$ cat src/rtl/systolic_matmul_ctrl.sv
// rtl/systolic_matmul_ctrl.sv - serial-feed / drain / row-major readout controller for an H x W MAC array
module systolic_matmul_ctrl #(
  parameter int width_p        = 32,
  parameter int array_width_p  = 2,
  parameter int array_height_p = 2,
  parameter int max_k_p        = 16,
  parameter int drain_p        = 4
) (
  input  logic                                                 clk_i,
  input  logic                                                 reset_ni,
  input  logic [$clog2(max_k_p+1)-1:0]                         k_i,
  input  logic                                                 flush_i,
  input  logic                                                 valid_i,
  output logic                                                 ready_o,
  input  logic [width_p-1:0]                                   data_i,
  output logic                                                 valid_o,
  input  logic                                                 yumi_i,
  output logic [width_p-1:0]                                   data_o,
  output logic                                                 busy_o,
  output logic [width_p*(array_height_p+array_width_p)-1:0]    lane_data_o,
  output logic [array_height_p+array_width_p-1:0]              lane_valid_o,
  input  logic [array_height_p+array_width_p-1:0]              lane_ready_i,
  input  logic [width_p*array_height_p*array_width_p-1:0]      z_i,
  output logic                                                 clear_o
);

  localparam int L  = array_height_p + array_width_p;
  localparam int N  = array_height_p * array_width_p;
  localparam int LW = (L > 1) ? $clog2(L) : 1;
  localparam int OW = (N > 1) ? $clog2(N) : 1;
  localparam int KW = $clog2(max_k_p + 1);
  localparam int DW = ($clog2(drain_p + 1) > 1) ? $clog2(drain_p + 1) : 1;

  typedef enum logic [2:0] {S_IDLE, S_LOAD, S_DRAIN, S_OUT, S_CLEAR} state_t;

  state_t          r_state,    w_state_nx;
  logic [LW-1:0]   r_lane_idx, w_lane_idx_nx;
  logic [KW-1:0]   r_step,     w_step_nx;
  logic [OW-1:0]   r_out_idx,  w_out_idx_nx;
  logic [DW-1:0]   r_drain,    w_drain_nx;
  logic [KW-1:0]   r_k,        w_k_nx;

  logic            w_ready;
  logic            w_xfer;
  logic [KW-1:0]   w_k_eff;
  logic [KW-1:0]   w_k_cur;
  logic            w_lane_last;
  logic            w_step_last;
  logic [LW-1:0]   w_lane_adv;
  logic [KW-1:0]   w_step_adv;
  logic [width_p-1:0] w_z_word;

  always_comb begin
    w_k_eff = k_i;
    if (k_i == '0) begin
      w_k_eff = KW'(1);
    end else if (k_i > KW'(max_k_p)) begin
      w_k_eff = KW'(max_k_p);
    end
  end

  // In IDLE the job's K is not yet registered, so the end-of-feed test uses the live clamp.
  assign w_k_cur     = (r_state == S_IDLE) ? w_k_eff : r_k;
  assign w_ready     = ((r_state == S_IDLE) || (r_state == S_LOAD)) && lane_ready_i[r_lane_idx];
  assign w_xfer      = valid_i & w_ready;
  assign w_lane_last = (r_lane_idx == LW'(L - 1));
  assign w_step_last = (r_step == (w_k_cur - KW'(1)));
  assign w_lane_adv  = w_lane_last ? '0 : r_lane_idx + LW'(1);
  assign w_step_adv  = w_lane_last ? r_step + KW'(1) : r_step;

  always_comb begin
    w_state_nx    = r_state;
    w_lane_idx_nx = r_lane_idx;
    w_step_nx     = r_step;
    w_out_idx_nx  = r_out_idx;
    w_drain_nx    = r_drain;
    w_k_nx        = r_k;
    case (r_state)
      S_IDLE, S_LOAD: begin
        if (flush_i) begin
          w_state_nx = S_CLEAR;
        end else if (w_xfer) begin
          if (r_state == S_IDLE) begin
            w_k_nx = w_k_eff;
          end
          w_lane_idx_nx = w_lane_adv;
          w_step_nx     = w_step_adv;
          if (w_lane_last && w_step_last) begin
            w_state_nx = S_DRAIN;
            w_drain_nx = '0;
          end else begin
            w_state_nx = S_LOAD;
          end
        end
      end
      S_DRAIN: begin
        if (flush_i) begin
          w_state_nx = S_CLEAR;
        end else if (r_drain == DW'(drain_p - 1)) begin
          if (&lane_ready_i) begin
            w_state_nx   = S_OUT;
            w_out_idx_nx = '0;
          end
        end else begin
          w_drain_nx = r_drain + DW'(1);
        end
      end
      S_OUT: begin
        if (flush_i) begin
          w_state_nx = S_CLEAR;
        end else if (yumi_i) begin
          if (r_out_idx == OW'(N - 1)) begin
            w_state_nx = S_CLEAR;
          end else begin
            w_out_idx_nx = r_out_idx + OW'(1);
          end
        end
      end
      S_CLEAR: begin
        w_state_nx    = S_IDLE;
        w_lane_idx_nx = '0;
        w_step_nx     = '0;
        w_out_idx_nx  = '0;
        w_drain_nx    = '0;
        w_k_nx        = '0;
      end
      default: begin
        w_state_nx = S_IDLE;
      end
    endcase
  end

  always_ff @(posedge clk_i or negedge reset_ni) begin
    if (!reset_ni) begin
      r_state    <= S_IDLE;
      r_lane_idx <= '0;
      r_step     <= '0;
      r_out_idx  <= '0;
      r_drain    <= '0;
      r_k        <= '0;
    end else begin
      r_state    <= w_state_nx;
      r_lane_idx <= w_lane_idx_nx;
      r_step     <= w_step_nx;
      r_out_idx  <= w_out_idx_nx;
      r_drain    <= w_drain_nx;
      r_k        <= w_k_nx;
    end
  end

  // Row-major result select, written as a loop so any H x W works without a hand mux.
  always_comb begin
    w_z_word = '0;
    for (int i = 0; i < N; i++) begin
      if (r_out_idx == OW'(i)) begin
        w_z_word = z_i[i*width_p +: width_p];
      end
    end
  end

  always_comb begin
    lane_valid_o = '0;
    if (w_xfer) begin
      lane_valid_o[r_lane_idx] = 1'b1;
    end
  end

  assign lane_data_o = {L{data_i}};
  assign ready_o     = w_ready;
  assign valid_o     = (r_state == S_OUT);
  assign data_o      = (r_state == S_OUT) ? w_z_word : '0;
  assign clear_o     = (r_state == S_CLEAR);
  assign busy_o      = (r_state != S_IDLE);

endmodule

$ cat config.mk
export PLATFORM = sky130hd
export DESIGN_NAME = systolic_matmul_ctrl
export DESIGN_NICKNAME = d
export VERILOG_FILES = /design/src/rtl/systolic_matmul_ctrl.sv
export SDC_FILE = /design/constraint.sdc
export NUM_CORES = 1
export LEC_CHECK = 0
export BUFFER_PORTS_ARGS = -buffer_cell sky130_fd_sc_hd__buf_2
export CAP_MARGIN = 20
export CORE_AREA = 2 2 134 136
export DETAILED_ROUTE_END_ITERATION = 16
export DIE_AREA = 0 0 136 138
export GPL_TIMING_DRIVEN = 1
export PLACE_DENSITY = 0.6
export SETUP_SLACK_MARGIN = 0.5
export SLEW_MARGIN = 20
export SYNTH_ARGS = -nofsm -noshare
export SYNTH_HDL_FRONTEND = slang
export SYNTH_SLANG_ARGS = --single-unit
$ cat constraint.sdc
create_clock -name clk_i -period 2.1 [get_ports clk_i]
set_input_delay 0.42 -clock clk_i [delete_from_list [all_inputs] [get_ports clk_i]]
set_output_delay 0.42 -clock clk_i [all_outputs]
set_load 0.02 [all_outputs]
==> impl_metrics.tcl <==
set metrics [dict create \
    hold_class "input port to asynchronous set/reset pin" \
    drt_iter0_markers 101 \
    seq_area_um2 505 \
    finClkSkew_ps 4.08 \
    met2_usage 0.194 \
    syn_avg_cell_area_um2 6.75 \
    violations "setup timing" \
    seqPwrFrac 0.261 \
    report.power.total_mw 2.04 \
    yosysUniqueCellTypes 43 \
    cp_slowest_stage_delay_ps 430 \
    yosysTopAreaCell "buf_4" \
    ys_ff_latch 20 \
    p_sw_uw 729 \
    critPathKind "flop to output port" \
    yosysSeqAreaShare 0.139 \
    slew_viol_final 0 \
    muxShareOfSynthArea 0.107 \
    synth-compound-area-share 0.158 \
    pwr-share-comb 0.520 \
    worstMarginPinSlew_ps 485 \
    rows 49 \
    finalCritPeriodShare 1.12 \
    die_h_um 138 \
    nNetsFinal 815 \
    path_clk_slew_ps 60 \
    setup_viol_count_final 37 \
    worst-endpoint-arrival_ps 1940 \
    grt_pass1_wl_um 17600 \
    area_delta_synth_final_pct 51.3 \
    ant_nets 0 \
    grtUsageMet1 0.131 \
    path_buf_inv 3 \
    synth_fp_nets 717 \
    vias 3783 \
    grt_overflow 0 \
    core_area_um2 17500 \
    path_cells "buf_4 -> ha_4 -> clkbuf_16 -> a21oi_2 -> o21ai_1 -> mux2i_1 -> nor2_4 -> buf_4" \
    synth_cells 532 \
    port_buffers 181 \
    slowest_stage "dfrtp_2" \
    cts_buffers 3 \
    busiest_layer "met2" \
    p_int_mw 1.31 \
    synthAdderAreaFrac 0.0383 \
    insertion_delay_ps 260 \
    cts-root-buf "clkbuf_16" \
    fin_crit_ps 2360 \
    fmaxAchievable_ghz 0.424 \
    end_kind "output port" \
    wirelength_um 12900 \
    multi_input_area_um2 2560 \
    switching_share 0.357 \
    rsz0062_at_grt "yes" \
    p_leak_nw 2.42 \
    drtPass1Iterations 5 \
    start_util 0.205 \
    use_met3 0.0605 \
    place_congestion 0.802 \
    relSlewSlack 0.677 \
    netlist_area_um2 3590 \
    cp_max_fo 15 \
    grt_pass1_vias 3540 \
    grt_antenna_before_repair 3 \
    ys_top_cells_by_area "buf_4, dfrtp_1, mux2i_1" \
    final_hold_viol_count 0 \
    cts_max_level 1 \
    place_hpwl_um 9110 \
    vdd_drop_max_uv 534 \
    yosys.area.top_type_share 0.268 \
    synth_top_family_by_area "buffers and inverters" \
    path_delay_family "buffers and inverters" \
    cts.sinks 20 \
    synth-xor-area-share 0.0171 \
    status "finished, violations left" \
    grt_max_degree 31 \
    grt_usage 0.115 \
    yosys_warnings 0 \
    dp.cells 822 \
    ctsHoldBuffers 0 \
    synthSimpleGateAreaFrac 0.223 \
    drc 0 \
    cts_tree "done" \
    wl_per_cell_um 15.0 \
    io_pins 342 \
    start_kind "flop" \
    setup_ws_ps -258 \
    fin_hold_ws_ps 115 \
    drive_above_1_share 0.607 \
    die_w_um 136 \
    vias_per_cell 4.39 \
    drv_cap 0 \
    critical_path_required_ps 1680 \
    p_clk_frac 0.220 \
    fin_cells 861 \
    fillers 1830 \
    utilization 0.310 \
    p_per_area_nw_per_um2 376 \
    clock_path_buffers 2 \
    crit_top_cell "buf_4" \
    dieArea_um2 18800 \
]
==> per-stage QoR <==
stage	TNS, ps	setup WS, ps	cell area, um2
5_1_grt	-10620	-345	5430
6_report	-6660	-258	5440
3_5_place_dp	-322	-74.2	4400
2_1_floorplan	-438	-106	4140
4_1_cts	-5750	-224	4950
3_3_place_gp	-233	-59.0	4400
==> state kept, by name (all words and copies together) (netlist names) <==
signal and cells:
r_drain 3, r_k 5, r_lane_idx 2, r_out_idx 2, r_state 3, r_step 5
==> cell families after synthesis <==
kind of cell / after synthesis
AND/OR/NAND/NOR: 188
buffers and inverters: 172
AO/OA/AOI/OAI: 97
multiplexers: 37
flip-flops: 20
adder cells (fa/ha/maj): 11
XOR/XNOR: 7
==> layout make-up <==
cell class / count / share of cell area
tap: 229 / 0.0527
timing repair buffer: 253 / 0.356
sequential: 20 / 0.0930
multi-input combinational: 340 / 0.471
clock buffer: 4 / 0.0163
inverter: 12 / 0.00944
antenna: 3 / 0.00138
==> final timing paths <==
path	end	cells past startpoint	slack [ps]	startpoint
worst max register to register	r_drain[2]	8	-120	r_state[0]
worst max-delay path	data_o[27]	8	-260	r_out_idx[0]
worst min-delay path	r_k[3]	1	120	reset_ni
max in group asynchronous	r_out_idx[0]	1	1630	reset_ni
min in group clk_i	r_state[1]	2	490	flush_i
worst min register to register	r_k[2]	2	510	r_k[2]
==> Yosys cell counts <==
cell / count
nor4_1: 3
mux2i_1: 36
buf_1: 7
a21oi_1: 35
buf_2: 1
xor2_1: 4
nand2b_1: 1
nor3_4: 1
o2111ai_1: 1
o211ai_1: 1
or3_2: 1
dfrtp_1: 20
or3_1: 1
inv_1: 11
inv_2: 1
nand4_1: 2
or2_2: 2
ha_1: 11
and3_1: 3
nand2_1: 82
o31ai_1: 7
nor2_1: 74
nand3_2: 1
o21a_1: 1
o21ai_0: 39
nor2b_1: 3
a222oi_1: 1
or4b_1: 1
a31oi_2: 2
mux4_2: 1
buf_6: 2
nand3b_1: 1
nor3_1: 2
nand3_1: 3
and2_1: 6
o32ai_1: 1
o31a_1: 2
clkbuf_1: 22
nor3b_1: 1
a31o_1: 5
a21o_1: 2
xnor2_1: 3
buf_4: 128
==> layout by cell type (no fill, tap or decap), types with 3 or more instances in the layout <==
cell type / instances
buf_2: 142
nand2_1: 67
buf_4: 50
buf_6: 45
nor2_1: 35
nor2_4: 34
o21ai_1: 29
mux2i_1: 28
a21oi_1: 20
dfrtp_1: 16
a21oi_2: 13
nand2_2: 12
buf_12: 10
mux2i_2: 8
clkbuf_16: 8
inv_1: 7
o21ai_0: 6
ha_1: 6
nor2_2: 5
and2_4: 5
a31o_1: 5
o21ai_2: 4
xor2_1: 4
dfrtp_2: 4
diode_2: 3
nand2_4: 3
inv_2: 3
o31ai_2: 3
nor2b_1: 3
o31ai_1: 3
ha_4: 3
==> power groups by stage <==
stage / Combinational, mW / Clock (mW) / Sequential [mW]
after CTS: 0.921 / 0.452 / 0.524
final: 1.06 / 0.448 / 0.532
after floorplan: 0.838 / 0 / 0.506
after global placement: 0.766 / 0 / 0.524
after detailed placement: 0.781 / 0 / 0.525
after global routing: 1.16 / 0.472 / 0.540
==> per-layer routing <==
layer	share of wire	wire (um)	up-vias
li1	-	-	1827
met4	0.0036	46	2
met1	0.38	4870	1711
met3	0.13	1690	9
met5	0.0036	47	-
met2	0.48	6250	234
==> repair_timing <==
action | CTS | global route
buffers inserted | 15 | 12
gates resized for setup | 101 | 72
cloned | 0 | 5
setup endpoints to repair | 59 | 59
pin swaps | 18 | 41
Power figures use the tool's default switching activity.
